**config.mk**
```make
export PLATFORM = sky130hd
export DESIGN_NAME = pipe_ctrl
export DESIGN_NICKNAME = d
export VERILOG_FILES = /design/src/rtl/pipe_ctrl_pkg.sv /design/src/rtl/pipe_ctrl_sat_counter.sv /design/src/rtl/pipe_ctrl.sv
export SDC_FILE = /design/constraint.sdc
export NUM_CORES = 1
export LEC_CHECK = 0
export CAP_MARGIN = 10
export CORE_MARGIN = 5
export CORE_UTILIZATION = 40
export CTS_CLUSTER_DIAMETER = 100
export DETAILED_ROUTE_END_ITERATION = 8
export HOLD_SLACK_MARGIN = 0.12
export PLACE_DENSITY = 0.61
export SLEW_MARGIN = 20
export SYNTH_ARGS = -nofsm -noshare
export SYNTH_HDL_FRONTEND = slang
export SYNTH_HIERARCHICAL = 1
export SYNTH_SLANG_ARGS = --single-unit
```
**constraint.sdc**
```tcl
create_clock -name clk_i -period 3.4 [get_ports clk_i]
set_clock_uncertainty 0.1 [all_clocks]
set_input_delay 0.34 -clock clk_i [delete_from_list [all_inputs] [get_ports clk_i]]
set_output_delay 0.34 -clock clk_i [all_outputs]
set_load 0.01 [all_outputs]
```
**src/rtl/pipe_ctrl_pkg.sv**
```systemverilog
// pipe_ctrl_pkg: shared state encoding and constants for the pipeline controller
package pipe_ctrl_pkg;
  typedef enum logic [1:0] {
    IDLE  = 2'd0,
    RUN   = 2'd1,
    DRAIN = 2'd2,
    DONE  = 2'd3
  } state_t;
  localparam logic [31:0] HALT_OP = 32'h0000_0000;
  localparam int CNT_W_DEF = 32;
endpackage

```
**src/rtl/pipe_ctrl_sat_counter.sv**
```systemverilog
// sat_counter: enable-driven up counter with sync clear that holds at all-ones
module sat_counter #(
  parameter int W = 32
) (
  input  logic         clk_i,
  input  logic         rst_n_i,
  input  logic         en,
  input  logic         clr,
  output logic [W-1:0] q
);
  always_ff @(posedge clk_i or negedge rst_n_i)
    if (!rst_n_i) q <= '0;
    else if (clr) q <= '0;
    else if (en && q != '1) q <= q + 1'b1;
endmodule

```
**src/rtl/pipe_ctrl.sv**
```systemverilog
// pipe_ctrl: run FSM plus load-use/branch hazard control and performance counters
module pipe_ctrl
  import pipe_ctrl_pkg::*;
#(
  parameter int REG_AW       = 5,
  parameter int CNT_W        = CNT_W_DEF,
  parameter int MAX_CYCLES   = 1000,
  parameter int DRAIN_CYCLES = 3
) (
  input  logic              clk_i,
  input  logic              rst_n_i,
  input  logic              start_i,
  input  logic              halt_i,
  input  logic [REG_AW-1:0] id_rs1_addr_i,
  input  logic [REG_AW-1:0] id_rs2_addr_i,
  input  logic              id_uses_rs2_i,
  input  logic              id_branch_i,
  input  logic              id_cond_i,
  input  logic              ex_memread_i,
  input  logic [REG_AW-1:0] ex_rd_addr_i,
  output logic              pc_we_o,
  output logic              pc_sel_o,
  output logic              ifid_we_o,
  output logic              ifid_flush_o,
  output logic              idex_bubble_o,
  output logic              stall_o,
  output logic              taken_o,
  output logic [1:0]        state_o,
  output logic              done_o,
  output logic [CNT_W-1:0]  stall_cnt_o,
  output logic [CNT_W-1:0]  flush_cnt_o,
  output logic [CNT_W-1:0]  cycle_cnt_o
);
  localparam int DW = DRAIN_CYCLES > 1 ? $clog2(DRAIN_CYCLES) : 1;
  state_t state, nxt;
  logic [DW-1:0] dcnt;
  logic hazard, budget_hit;
  assign hazard = ex_memread_i && ex_rd_addr_i != '0 &&
                  (ex_rd_addr_i == id_rs1_addr_i || (id_uses_rs2_i && ex_rd_addr_i == id_rs2_addr_i));
  assign budget_hit = MAX_CYCLES != 0 && cycle_cnt_o == CNT_W'(MAX_CYCLES - 1);
  assign state_o = state;
  always_ff @(posedge clk_i or negedge rst_n_i)
    if (!rst_n_i) begin
      state  <= IDLE;
      done_o <= 1'b0;
      dcnt   <= '0;
    end else begin
      state  <= nxt;
      done_o <= nxt == DONE;
      if (state == RUN && nxt == DRAIN) dcnt <= DW'(DRAIN_CYCLES - 1);
      else if (state == DRAIN && dcnt != '0) dcnt <= dcnt - 1'b1;
    end
  // Outside RUN the front end is frozen and ID/EX receives bubbles.
  always_comb begin
    nxt           = state;
    pc_we_o       = 1'b0;
    pc_sel_o      = 1'b0;
    ifid_we_o     = 1'b0;
    ifid_flush_o  = 1'b0;
    idex_bubble_o = 1'b1;
    stall_o       = 1'b0;
    taken_o       = 1'b0;
    case (state)
      IDLE:  nxt = start_i ? RUN : IDLE;
      RUN: begin
        if (hazard) stall_o = 1'b1;
        else if (halt_i) ifid_flush_o = 1'b1;
        else begin
          taken_o       = id_branch_i && id_cond_i;
          pc_sel_o      = taken_o;
          ifid_flush_o  = taken_o;
          pc_we_o       = 1'b1;
          ifid_we_o     = 1'b1;
          idex_bubble_o = 1'b0;
        end
        nxt = (halt_i && !hazard) || budget_hit ? DRAIN : start_i ? RUN : IDLE;
      end
      DRAIN: begin
        ifid_flush_o = 1'b1;
        nxt          = dcnt == '0 ? DONE : DRAIN;
      end
      default: nxt = DONE;
    endcase
  end
  sat_counter #(.W(CNT_W)) u_stall_cnt (
    .clk_i(clk_i), .rst_n_i(rst_n_i), .en(stall_o), .clr(1'b0), .q(stall_cnt_o)
  );
  sat_counter #(.W(CNT_W)) u_flush_cnt (
    .clk_i(clk_i), .rst_n_i(rst_n_i), .en(taken_o), .clr(1'b0), .q(flush_cnt_o)
  );
  sat_counter #(.W(CNT_W)) u_cycle_cnt (
    .clk_i(clk_i), .rst_n_i(rst_n_i), .en(state == RUN || state == DRAIN), .clr(1'b0), .q(cycle_cnt_o)
  );
endmodule

```
==> results of run 1 <==
metal layers:
| layer | global-route usage (%) | wire [um] | vias to the layer above |
|---|---|---|---|
| li1 | - | - | 2725 |
| met1 | 24.88 | 7673 | 2789 |
| met2 | 31.22 | 7992 | 110 |
| met3 | 3.788 | 635 | 11 |
| met4 | 4.971 | 187 | 0 |
| met5 | 0 | 0 | - |
placed cells by master (no fill, tap or decap), drive strengths merged, types with 24 or more instances in the layout:
cell	n
nand3	37
buf	24
inv	25
o21ai	24
nor2	78
a21oi	43
nand2	36
clkdlybuf4s50	126
nor4	27
xnor2	28
nand4	24
dfrtp	101
flip-flops by register name, indices dropped and copies added, names as in the netlist:
name / flops
u_cycle_cnt/q: 32
u_flush_cnt/q: 32
u_stall_cnt/q: 32
dcnt: 2
state_o: 2
done_o: 1
cell usage after synthesis, drive strengths merged, types with 2 or more instances:
| cell type | instances | area share, % |
|---|---|---|
| or4 | 12 | 1.6 |
| o211a | 2 | 0.33 |
| nor2b | 15 | 1.5 |
| nor3 | 14 | 1.1 |
| a311oi | 2 | 0.29 |
| a31o | 6 | 0.86 |
| xnor2 | 28 | 4.0 |
| a211oi | 10 | 1.2 |
| nand3 | 37 | 3.2 |
| a21oi | 43 | 3.6 |
| nand4 | 24 | 2.8 |
| clkbuf | 12 | 0.73 |
| a31oi | 5 | 1.0 |
| and3 | 22 | 2.4 |
| inv | 24 | 1.5 |
| a41oi | 2 | 0.29 |
| a41o | 2 | 0.33 |
| mux2i | 3 | 0.49 |
| or3b | 2 | 0.33 |
| o21ai | 24 | 2.0 |
| and4bb | 2 | 0.41 |
| and4 | 3 | 0.43 |
| nand3b | 3 | 0.37 |
| xor2 | 19 | 2.7 |
| nand2 | 36 | 2.2 |
| nand2b | 4 | 0.41 |
| and2 | 9 | 0.94 |
| mux2 | 14 | 2.7 |
| or3 | 23 | 2.3 |
| o31ai | 10 | 1.4 |
| a21o | 8 | 0.98 |
| nor4 | 27 | 4.0 |
| nor2 | 78 | 4.9 |
| o311ai | 2 | 0.41 |
| ha | 8 | 1.6 |
| buf | 10 | 1.1 |
| dfrtp | 101 | 41 |
| nand4b | 3 | 0.43 |
layout make-up:
| type | instances | share of cell area (%) |
|---|---|---|
| clock buffer | 10 | 2.824 |
| clock inverter | 5 | 1.034 |
| inverter | 24 | 1.111 |
| multi-input combinational | 522 | 42.49 |
| sequential | 101 | 31.17 |
| tap | 188 | 2.901 |
| timing repair buffer | 152 | 18.47 |
where the power goes:
part	total, uW	leakage (uW)	internal [uW]	switching, uW
Clock	1110	0.000145	644	464
Sequential	1290	0.00140	1240	47.8
Combinational	544	0.00162	255	289
Total	2940	0.00317	2140	801
worst paths after layout:
kind | startpoint | end | slack, ns
worst max-delay path | ex_rd_addr_i[1] | u_flush_cnt/q[19] | 0.17
worst min-delay path | dcnt[0] | dcnt[0] | 0.49
worst max register to register | state_o[1] | u_flush_cnt/q[19] | 0.52
worst min register to register | dcnt[0] | dcnt[0] | 0.49
max in group asynchronous | rst_n_i | u_stall_cnt/q[4] | 1.98
min in group asynchronous | rst_n_i | u_cycle_cnt/q[30] | 0.52
worst max-delay path: stages:
cell and delay, ns:
clkdlybuf4s50_1 0.44, or4_1 0.55, o21ai_2 0.14, nor2_1 0.08
or3b_4 0.40, nor2_4 0.14, and3_1 0.19, nand4_1 0.10
a21o_2 0.29, buf_12 0.16, nor3_1 0.18, mux2_2 0.35
per-stage QoR:
step	power, uW	area (um2)	util, %	hold WS, ns
global placement	1830	7774	51.33	0.4046
finish	2941	8109	53.54	0.4893
CTS	2973	8095	53.45	0.4899
detailed placement	1848	7774	51.33	0.3982
floorplan	1605	6163	-	-0.05559
global route	3091	8109	53.54	0.5211
kinds of logic after synthesis:
logic type      Yosys count  synth area share, %
compound gates          123                14.06
xor+xnor                 47                6.712
fa+ha+maj                 8                1.632
buf+inv                  46                3.325
flops                   101                41.21
mux                      17                3.182
other cells               1              0.06114
simple gates            318                29.82
timing repair:
item,4_1_cts,5_1_grt
gates cloned,0,0
resized for setup,1,3
hold endpoints to repair,62,0
pin swaps,0,0
hold buffers,1,0
endpoints found under the setup margin,1,12
==> run_results.csv, run 1 <==
group,metric,value,unit
drt,dr.pass1.iters,4,
yosys,yosysSeqAreaShare,41.21,%
clocking,cts_tree,"done",
setup_path,path_max_fanout,10,
setup_path,worst_ep_arrival_time,3.36,ns
timing,maxSlewViolCount,0,
finish,syn_to_final_growth,32.21,%
pwr,irDropWorstVdd,0.2796,mV
drt,drc,0,
yosys,synth-edff-count,0,
clocking,htreeDepth,3,
clocking,clockBufferDepth,2,
floorplan,placementRows,45,
grt,grt_pass1_wl,28030,um
yosys,synthCells,661,
setup_path,path_class,"in -> reg",
drt,vias_per_cell,5.624,
setup_path,critPathLaunchType,"input pin",
floorplan,initial_core_util,40.50,%
finish,fill_cells,1408,
yosys,yosysUniqueCellTypes,68,
grt,grt_max_degree,64,
timing,hold_viol,0,
yosys,syn_area,6133,um2
grt,grt_pass1_vias,5584,
finish,fin_nets,841,
yosys,synthArstFlopShare,100.0,%
setup_path,end_kind,"flip-flop",
grt,overflow,0,
min_path,worstHoldPathCells,2,
timing,tightestPinTransition,0.8302,ns
finish,drive_above_1_share,11.18,%
floorplan,coreArea,15150,um2
floorplan,fp.dieW,133.8,um
clocking,cts_sinks,101,
clocking,cts_root_buffer,"clkbuf_16",
pwr,powerDensity,362.7,nW/um2
yosys,syn_avg_cell_area,9.279,um2
min_path,min_path_type,"reg -> reg",
finish,stdcell_count,1002,
drt,wirelength,16490,um
timing,tns,0,ns
placed_design,numPortBuffers,128,
status,outcome,"completed",
job,maxCapViolations,0,
grt,antenna_found_initial,0,
floorplan,die_area,17910,um2
finish,ff_latch_area,2527,um2
timing,fin_crit_sh,94.93,%
clocking,cts_setup_buffers,0,
yosys,yosys_warnings,6,
grt,grt_usage,18.71,%
timing,setup_viol,0,
timing,relSlewSlack,44.65,%
yosys,synthFlopType,"dfrtp_1",
placed_design,dp.cells,986,
setup_path,ff2ff_path_depth,10,
finish,multiInputGateArea,3446,um2
floorplan,io_pins,129,
drt,postRouteAntennaNets,0,
drt,first_iter_violations,342,
yosys,ys_ff_latch,101,
drt,dr_total_vias,5635,
floorplan,die_h,133.8,um
finish,n_antenna_cell,0,
clocking,clk_pin_slew,0.07,ns
timing,layout_setup_ws,0.1724,ns
pwr,leakage,0.003171,uW
clocking,numCtsBuffers,9,
timing,period_needed,3.228,ns
timing,rsz0062_at_grt,"no",
placed_design,place_ws,-0.3250,ns
timing,maxClockFrequency,309.8,MHz
clocking,clock_latency,0.35,ns
setup_path,worstPathRequired,3.54,ns
drt,avgRoutedWirePerCell,16.46,um
placed_design,place.gp.congestion,0.8368,
placed_design,dp_hpwl,12090,um
Note: power is estimated with default switching activity, not from simulation.
==> run 2: changes to the inputs <==
PLACE_DENSITY = default   (was 0.61)
PLACE_DENSITY_LB_ADDON = 0.08   (was default)
==> run 2 against run 1 <==
- sequential share of layout area rose by 0.13 points
- combinational power barely moved
- final area fell by 0.42%
- maximum frequency fell by 1.7%
- total power fell by 2.9%
- routed wire length rose by 2.6%
- cell count barely moved
- register-to-register slack got worse by 0.05 ns
- setup slack got worse by 0.057 ns
- clock power fell by 7%
- count of clock-buffer cells in the layout did not move
- global-route usage rose by 0.13 points
- critical path type is now in -> out
- largest power group unchanged
==> run_results.csv, run 2 (same netlist as run 1, synthesis figures left out) <==
group,metric,value,unit
floorplan,fp.dieW,133.8,um
setup_path,regToRegSetupSlack,0.47,ns
setup_path,path_class,"in -> out",
pwr,powerDensity,353.7,nW/um2
drt,postRouteAntennaNets,0,
drt,first_iter_violations,416,
setup_path,cp_num_buf_inv,3,
setup_path,slowest_delay,0.55,ns
min_path,min_path_type,"in -> async",
setup_path,worst_ep_arrival_time,2.84,ns
grt,met2_usage,31.36,%
floorplan,placementRows,45,
drt,dr.pass1.iters,5,
drt,wirelength,16910,um
timing,fin_crit_sh,96.59,%
pwr,irDropWorstVdd,0.2474,mV
grt,antenna_found_initial,0,
floorplan,io_pins,129,
drt,vias_per_cell,5.645,
timing,period_needed,3.284,ns
finish,n_antenna_cell,0,
timing,maxClockFrequency,304.5,MHz
drt,dr_total_vias,5662,
pwr,net-switching-power,778.9,uW
clocking,clockBufferDepth,2,
grt,grt_use_met1,24.97,%
clocking,numCtsBuffers,9,
finish,layout_commonest_cell,"clkdlybuf4s50_1",
floorplan,initial_core_util,40.50,%
drt,drc,0,
setup_path,critPathLaunchType,"input pin",
timing,rsz0062_at_grt,"no",
pwr,internal-power,2077,uW
clocking,clock_latency,0.34,ns
pwr,leakage,0.003156,uW
finish,syn_to_final_growth,31.66,%
pwr,power_frac_seq,45.0,%
pwr,p_clk_share,36.1,%
setup_path,worstReg2RegEnd,"u_flush_cnt/q[27]",
timing,hold_viol,0,
setup_path,critPathLaunch,"ex_rd_addr_i[1]",
clocking,cts_sinks,101,
setup_path,critical_path.cell_chain,"clkdlybuf4s50_1 -> or4_1 -> o21ai_2 -> nor2_1 -> or3b_4 -> nor2_2 -> buf_4 -> clkdlybuf4s50_1",
finish,largestRegisters,"u_cycle_cnt/q x32, u_flush_cnt/q x32, u_stall_cnt/q x32",
finish,fill_cells,1396,
floorplan,die_area,17910,um2
timing,tns,0,ns
grt,busiest_layer,"met2",
finish,drive_above_1_share,11.17,%
setup_path,cp_slowest_cell,"or4_1",
timing,maxSlewViolCount,0,
grt,overflow,0,
timing,tightestPinTransition,0.8041,ns
placed_design,place.gp.congestion,0.8571,
job,maxCapViolations,0,
setup_path,end_kind,"output port",
drt,avgRoutedWirePerCell,16.86,um
status,outcome,"completed",
grt,grt_usage,18.84,%
setup_path,crit_path_frequent_cell,"clkdlybuf4s50_1",
clocking,cts_tree,"done",
pwr,comb_power_share,19.0,%
finish,design_area,8075,um2
setup_path,path_max_fanout,5,
pwr,swShare,27.27,%
setup_path,r2r-start,"state_o[1]",
finish,layout_common_cells,"clkdlybuf4s50_1, dfrtp_1, nor2_1",
floorplan,die_h,133.8,um
clocking,clk_pin_slew,0.06,ns
grt,grt_pass1_wl,27930,um
placed_design,place_area,7776,um2
timing,relSlewSlack,45.95,%
grt,grtUsageMet3,4.126,%
setup_path,worstPathRequired,2.96,ns
finish,fin_nets,843,
floorplan,coreArea,15150,um2
placed_design,numPortBuffers,128,
placed_design,dp_hpwl,12330,um
grt,grt_pass1_vias,5418,
clocking,cts_root_buffer,"clkbuf_16",
timing,setup_viol,0,
setup_path,ff2ff_path_depth,9,
setup_path,cp_top_family,"simple AND/OR/NAND/NOR gates",
clocking,htreeDepth,3,
grt,grt_max_degree,54,
==> run 2: how the worst max path moves through the flow <==
| stage | cells after the start | to | slack, ns |
|---|---|---|---|
| floorplan | 11 | u_flush_cnt/q[31] | 0.17 |
| global placement | 11 | u_flush_cnt/q[31] | -0.12 |
| detailed placement | 13 | u_flush_cnt/q[27] | -0.20 |
| CTS | 10 | pc_sel_o | 0.12 |
| global route | 13 | u_flush_cnt/q[29] | 0.005 |
| finish | 8 | pc_sel_o | 0.12 |
==> run 2: power by group through the flow <==
stage	sequential [uW]	clock (uW)	combinational (uW)
global placement	1310	0	526
floorplan	1310	0	293
finish	1280	1030	542
detailed placement	1310	0	541
global route	1290	1110	603
CTS	1280	1070	546
==> run 2: what timing repair did <==
action	CTS	global route
hold buffers	1	0
buffers inserted	0	0
gates resized for setup	0	0
endpoints found under the hold margin	48	0
==> run 2: stage by stage <==
step | hold slack [ns] | power (uW) | instances | setup WS (ns) | utilization, %
floorplan | -0.05559 | 1605 | 669 | 0.1663 | -
global placement | 0.3207 | 1832 | 988 | -0.1215 | 51.34
detailed placement | 0.3272 | 1848 | 988 | -0.2037 | 51.34
CTS | 0.4815 | 2897 | 1003 | 0.1231 | 53.32
global route | 0.5277 | 3002 | 1003 | 0.005296 | 53.32
finish | 0.4665 | 2856 | 1003 | 0.1159 | 53.32
==> run 2: area by class of cell <==
type | count | area (um2) | area share [%]
flip-flops and latches | 101 | 2527 | 31.30
well taps | 188 | 235.2 | 2.913
clock buffers | 10 | 239.0 | 2.959
multi-input cells | 522 | 3432 | 42.50
inverters | 24 | 90.09 | 1.116
repair buffers | 154 | 1501 | 18.59
clock inverters | 4 | 50.05 | 0.6198
==> run 2: worst reg2reg max path, stage by stage (launching register included) <==
cell     delay [ns]
dfrtp_1        0.42
inv_1          0.12
ha_1           0.28
or3b_4         0.42
nor2_2         0.19
and3_1         0.21
nand4_1        0.10
a21o_1         0.29
nor4_1         0.33
mux2_2         0.37
==> run 2: metal layers <==
layer	up-vias	wire length, um
met4	0	153
met1	2783	7568
li1	2714	-
met2	150	8281
met3	15	907
met5	-	0
==> run 3: changes to the inputs <==
ABC_CLOCK_PERIOD_IN_PS = 3400   (was default)
==> results of run 3 <==
The final DEF is identical to that of run 2; final timing and power are the same.
